<file path="src/rtl/sort4_sequencer_if.sv">
`default_nettype none
// ---------------------------------------------------------------------------
// sort4_sequencer_if : start/operand/result bundle for the 4-element sorter
// Rev 1.0
// ---------------------------------------------------------------------------
interface sort4_sequencer_if #(
  parameter int WIDTH = 4
);
  logic             start;
  logic [WIDTH-1:0] a;
  logic [WIDTH-1:0] b;
  logic [WIDTH-1:0] c;
  logic [WIDTH-1:0] d;
  logic             busy;
  logic             done;
  logic [WIDTH-1:0] ra;
  logic [WIDTH-1:0] rb;
  logic [WIDTH-1:0] rc;
  logic [WIDTH-1:0] rd;
  logic [2:0]       swaps;

  modport master (
    output start, a, b, c, d,
    input  busy, done, ra, rb, rc, rd, swaps
  );

  modport slave (
    input  start, a, b, c, d,
    output busy, done, ra, rb, rc, rd, swaps
  );
endinterface
`default_nettype wire

</file>
<file path="src/rtl/sort4_sequencer.sv">
`default_nettype none
// ---------------------------------------------------------------------------
// sort4_sequencer : 5-step sorting network, one compare-exchange per cycle
// Rev 1.0
// ---------------------------------------------------------------------------
module sort4_sequencer #(
  parameter int WIDTH = 4
) (
  input  logic                clk,
  input  logic                rst_n,
  sort4_sequencer_if.slave    bus
);

  typedef enum logic [1:0] {
    IDLE = 2'd0,
    SORT = 2'd1,
    DONE = 2'd2
  } state_t;

  state_t           state_q, state_d;
  logic [2:0]       step_q, step_d;
  logic [2:0]       cnt_q, cnt_d;
  logic [2:0]       swaps_q, swaps_d;
  logic             busy_q, busy_d;
  logic             done_q, done_d;
  logic [WIDTH-1:0] v_q [4];
  logic [WIDTH-1:0] v_d [4];
  logic [WIDTH-1:0] r_q [4];
  logic [WIDTH-1:0] r_d [4];

  logic [1:0]       idx_lo, idx_hi;
  logic [WIDTH-1:0] cx_x, cx_y;
  logic             cx_swap;

  // Network order: (0,2) (1,3) (0,1) (2,3) (1,2)
  always_comb begin
    idx_lo = 2'd1;
    idx_hi = 2'd2;
    case (step_q)
      3'd0: begin idx_lo = 2'd0; idx_hi = 2'd2; end
      3'd1: begin idx_lo = 2'd1; idx_hi = 2'd3; end
      3'd2: begin idx_lo = 2'd0; idx_hi = 2'd1; end
      3'd3: begin idx_lo = 2'd2; idx_hi = 2'd3; end
      default: begin idx_lo = 2'd1; idx_hi = 2'd2; end
    endcase
    cx_x    = v_q[idx_lo];
    cx_y    = v_q[idx_hi];
    cx_swap = (cx_x > cx_y);
  end

  always_comb begin
    state_d = state_q;
    step_d  = step_q;
    cnt_d   = cnt_q;
    swaps_d = swaps_q;
    v_d     = v_q;
    r_d     = r_q;
    busy_d  = 1'b0;
    done_d  = 1'b0;
    case (state_q)
      IDLE: begin
        if (bus.start) begin
          v_d[0]  = bus.a;
          v_d[1]  = bus.b;
          v_d[2]  = bus.c;
          v_d[3]  = bus.d;
          cnt_d   = 3'd0;
          step_d  = 3'd0;
          state_d = SORT;
          busy_d  = 1'b1;
        end
      end
      SORT: begin
        if (cx_swap) begin
          v_d[idx_lo] = cx_y;
          v_d[idx_hi] = cx_x;
          cnt_d       = cnt_q + 3'd1;
        end
        // Final step publishes the post-exchange values and count together.
        if (step_q == 3'd4) begin
          r_d     = v_d;
          swaps_d = cnt_d;
          step_d  = 3'd0;
          state_d = DONE;
          done_d  = 1'b1;
        end else begin
          step_d  = step_q + 3'd1;
          busy_d  = 1'b1;
        end
      end
      DONE: begin
        state_d = IDLE;
      end
      default: begin
        state_d = IDLE;
      end
    endcase
  end

  always_ff @(posedge clk or negedge rst_n) begin
    if (!rst_n) begin
      state_q <= IDLE;
      step_q  <= 3'd0;
      cnt_q   <= 3'd0;
      swaps_q <= 3'd0;
      busy_q  <= 1'b0;
      done_q  <= 1'b0;
      v_q     <= '{default: '0};
      r_q     <= '{default: '0};
    end else begin
      state_q <= state_d;
      step_q  <= step_d;
      cnt_q   <= cnt_d;
      swaps_q <= swaps_d;
      busy_q  <= busy_d;
      done_q  <= done_d;
      v_q     <= v_d;
      r_q     <= r_d;
    end
  end

  assign bus.busy  = busy_q;
  assign bus.done  = done_q;
  assign bus.ra    = r_q[0];
  assign bus.rb    = r_q[1];
  assign bus.rc    = r_q[2];
  assign bus.rd    = r_q[3];
  assign bus.swaps = swaps_q;

endmodule
`default_nettype wire
</file>
<file path="src/flat_wrapper.sv">
// flat-port wrapper written by rule: the top's interface ports become plain ports
module sort4_sequencer_flat 
#(
  parameter int WIDTH = 4
)
  (clk, rst_n, bus_start, bus_a, bus_b, bus_c, bus_d, bus_busy, bus_done, bus_ra, bus_rb, bus_rc, bus_rd, bus_swaps);
  sort4_sequencer_if #(.WIDTH(WIDTH)) bus_i ();
  input  logic clk;
  input  logic rst_n;
  input wire logic [$bits(bus_i.start)-1:0] bus_start;
  input wire logic [$bits(bus_i.a)-1:0] bus_a;
  input wire logic [$bits(bus_i.b)-1:0] bus_b;
  input wire logic [$bits(bus_i.c)-1:0] bus_c;
  input wire logic [$bits(bus_i.d)-1:0] bus_d;
  output wire logic [$bits(bus_i.busy)-1:0] bus_busy;
  output wire logic [$bits(bus_i.done)-1:0] bus_done;
  output wire logic [$bits(bus_i.ra)-1:0] bus_ra;
  output wire logic [$bits(bus_i.rb)-1:0] bus_rb;
  output wire logic [$bits(bus_i.rc)-1:0] bus_rc;
  output wire logic [$bits(bus_i.rd)-1:0] bus_rd;
  output wire logic [$bits(bus_i.swaps)-1:0] bus_swaps;
  assign bus_i.start = bus_start;
  assign bus_i.a = bus_a;
  assign bus_i.b = bus_b;
  assign bus_i.c = bus_c;
  assign bus_i.d = bus_d;
  assign bus_busy = bus_i.busy;
  assign bus_done = bus_i.done;
  assign bus_ra = bus_i.ra;
  assign bus_rb = bus_i.rb;
  assign bus_rc = bus_i.rc;
  assign bus_rd = bus_i.rd;
  assign bus_swaps = bus_i.swaps;
  sort4_sequencer #(.WIDTH(WIDTH)) u_core (.clk(clk), .rst_n(rst_n), .bus(bus_i));
endmodule
</file>
<file path="config.mk">
export PLATFORM = sky130hd
export DESIGN_NAME = sort4_sequencer_flat
export DESIGN_NICKNAME = d
export VERILOG_FILES = /design/src/rtl/sort4_sequencer_if.sv /design/src/rtl/sort4_sequencer.sv /design/src/flat_wrapper.sv
export SDC_FILE = /design/constraint.sdc
export NUM_CORES = 1
export LEC_CHECK = 0
export CAP_MARGIN = 20
export CORE_MARGIN = 8
export CORE_UTILIZATION = 58
export DETAILED_ROUTE_END_ITERATION = 10
export GPL_ROUTABILITY_DRIVEN = 0
export PLACE_DENSITY_LB_ADDON = 0.05
export RECOVER_POWER = 25
export SYNTH_ARGS = -nofsm -noshare
export SYNTH_HDL_FRONTEND = slang
export SYNTH_SLANG_ARGS = --single-unit
</file>
<file path="constraint.sdc">
create_clock -name clk -period 10.4 [get_ports clk]
set_clock_uncertainty 0.05 [all_clocks]
set_input_delay 2.08 -clock clk [delete_from_list [all_inputs] [get_ports clk]]
set_output_delay 2.08 -clock clk [all_outputs]
set_load 0.005 [all_outputs]
</file>
==> results.md <==
* Unrepaired setup endpoints after global routing: no
* Fillers at 372
* Crit-path most repeated cell: o21ai_1
* Ys Warns at 0
* Max stage delay on crit path at 520 ps
* Hold Crit Endpoint: u_core.bus.ra[0]$_DFFE_PN0P_
* Hold Path Class: reg -> reg
* DR DRC count at 0
* Post-layout instance area at 0.003164 mm^2
* Slew HR at -0.07860
* Final setup fails at 0
* Top_reg_cell synth: dfrtp_1
* Die Y-Extent at 84.14 um
* Layout Nets at 345
* Status: finished, violations left
* TritonCTS clock tree: done
* Cell Count, Final, Fillers Out at ~370
* Diodes inserted at 0
* Hold Vio Cnt, Final at 0
* Ranking of synthesized cells by area: dfrtp_1, ha_1, nand2_1
* Top cell type's share of synthesized area at 0.4182
* Cell with the most instances after synthesis: dfrtp_1
* I/O pins at 40
* Routed WL per cell at 19.25 um
* Via count at roughly 2,400
* Multi-input gate area at 0.001458 mm^2
* Post-synthesis sequential area ratio at 0.4182
* Setup_tns at 0 ps
* Data arrival, critical path at around 4200 ps
* IO Port Bufs at 39
* CTS Hold Buffers Added at 0
* Clk sink count at 45
* Total track usage at 0.2056
* Max Freq at 0.2437 GHz
* Syn Std Cell Area at around 0.0027 mm^2
* Post-DR vias/cell at 6.571
* Synthesized area per cell at 9.514 um^2
* Clk Latency, worst-skew pair at 310 ps
* Initial antenna violation count at 0
* Die width at 84.14 um
* Clock transition at path regs at 80 ps
* Pin count of the biggest net entering global routing at 46
* Final count of pins violating max slew at 32
* Worst EP required at 10,500 ps
* Aggregate global routing overflow at 0
* CP Cell Sequence: inv_2 -> ha_1 -> inv_1 -> o211a_1 -> a31oi_1 -> nand3_1 -> ha_1 -> o21ai_1 -> a21oi_1 -> o21a_1 -> o21ai_1 -> a211oi_2 -> o21ai_1
* Vias in the first global route at 2,359
* Failing checks: max-capacitance violations, max-slew violations
* Least-Margin Pin Slew at roughly 1600 ps
* Cells on worst reg2reg path at 13
* Post-synth EDFFs at 0
* H-Tree Depth at 2
* Highest net fanout along the worst path at 15
* Cts bufs inserted at 5
* Distinct cells, synth at 54
* Storage cell area at about 0.0011 mm^2
* Most frequent cells after synthesis: dfrtp_1, nand2_1, nor2_1, o21ai_1, a31oi_1
* First-pass GRT wire length at roughly 12,000 um
* Post-Synthesis Cells at about 280
* Slowest CP cell: o21a_1
* Tmin final at a little over 4000 ps
* Postcts setup bufs at 0
* Worst hold start: u_core.bus.ra[0]$_DFFE_PN0P_
* Placed Cells at about 360
* Synth-to-layout area growth at 17.52%
* DRT iter0 DRCs at 269
* Core Area at 0.004414 mm^2
* Synth Register Bits at 45
* End of the worst register-to-register path: u_core.bus.rc[1]$_DFFE_PN0P_
* Post-layout utilization of the core at 0.7168
* Crit path launch: u_core.step_q[2]$_DFFE_PN0P_
* Final ANT Viol Nets at 0
* Worst r2r src: u_core.step_q[2]$_DFFE_PN0P_
* Hold path depth at 2
* Synth area leader: dfrtp_1
* Clk buf depth at 2
* Async set-reset flop share out of synthesis at 1.000
* Setup CP Type: reg -> reg
* Proportion of layout cells with a drive suffix above 1 at 0.09494
* Max-Cap Viols at 1
* Worst R2R Setup Slack at approximately 6300 ps
* Pre-Repair DR Iteration Count at 5
* Initial core utilization at 0.6100
* Element type at the critical path end: register
* Die area at around 0.007 mm^2
* Final HPWL DP at 5221 um
* Root Driver: clkbuf_8
* Final Cycle Share at 0.3946
* Post-Route WL at 7084 um
* Std cell rows at 24
* Dpl cell area at 0.003075 mm^2
* Syn_nets at about 310
* Post-cts sizing count at 0
* Startpoint Class: register
## registers in the layout, summed over array words and instances, names as in the netlist, 3 cells and up
name and flops:
u_core.bus.ra 4, u_core.step_q 3, u_core.cnt_q 3, u_core.bus.rc 4, u_core.v_q 16, u_core.bus.swaps 3
u_core.bus.rb 4, u_core.bus.rd 4
## worst max path at each step
stage / end / slack [ps] / depth (start not counted)
detailed placement: u_core.bus.rd[3]$_DFFE_PN0P_ / 6370 / 11
global route: u_core.bus.rd[3]$_DFFE_PN0P_ / 5980 / 13
global placement: u_core.bus.rd[3]$_DFFE_PN0P_ / 6470 / 13
CTS: u_core.bus.rd[3]$_DFFE_PN0P_ / 6350 / 11
floorplan: u_core.bus.rd[2]$_DFFE_PN0P_ / 7040 / 14
finish: u_core.bus.rc[1]$_DFFE_PN0P_ / 6300 / 13
## final cells by class
cell class	instances	share of cell area
multi-input cells	212	0.4607
clock inverters	3	0.005536
flip-flops and latches	45	0.3559
inverters	11	0.01305
clock buffers	5	0.02175
well taps	52	0.02056
repair buffers	40	0.1226
## cell usage in the layout (no fill, tap or decap), types with 4 or more instances in the layout
cell type | synthesis | routed
a31oi_1 | 15 | 15
clkbuf_8 | 0 | 5
o21ai_1 | 19 | 19
nor3_1 | 6 | 6
inv_1 | 8 | 8
ha_1 | 11 | 11
clkdlybuf4s50_1 | 0 | 38
a21oi_1 | 13 | 13
nand3_1 | 10 | 10
a32oi_1 | 5 | 5
a22o_1 | 4 | 4
dfrtp_1 | 45 | 45
o21ai_0 | 9 | 9
mux2_1 | 4 | 4
nor2_1 | 26 | 26
nand2_1 | 27 | 27
mux2i_1 | 5 | 5
o22ai_1 | 6 | 6
## layer usage
layer | up-vias | part of all wire | global-route usage
li1 | 1117 | - | -
met1 | 1137 | 0.42 | 0.2716
met2 | 139 | 0.47 | 0.3148
met3 | 25 | 0.090 | 0.05411
met4 | 0 | 0.027 | 0.07692
met5 | - | 0 | 0
## cell families after synthesis
family	Yosys count	share of synthesized area
xor gates and xnor gates	2	0.006507
and+or+nand+nor	86	0.1496
AOI/OAI and AO/OA	95	0.2458
adders and majority gates	11	0.05111
buffers and inverters	26	0.04042
muxes	18	0.08829
DFF	45	0.4182
## worst max-delay path: cells and delay by family (launching register included)
family / cells / cell delay (ps)
buffers and inverters: 2 / 370
adder cells (fa/ha/maj): 2 / 820
flip-flops: 1 / 500
AO/OA/AOI/OAI: 8 / 2030
AND/OR/NAND/NOR: 1 / 200
## through the flow
step	setup WS, ps	hold slack, ps
after floorplan	7040	429.3
after global placement	6472	419.0
after detailed placement	6373	429.7
after CTS	6351	449.4
after global routing	5980	471.8
final	6296	442.6
Power is left out: the tool's default activity adds up to more than one toggle a clock period on the data nets, which glitch-free logic cannot reach.
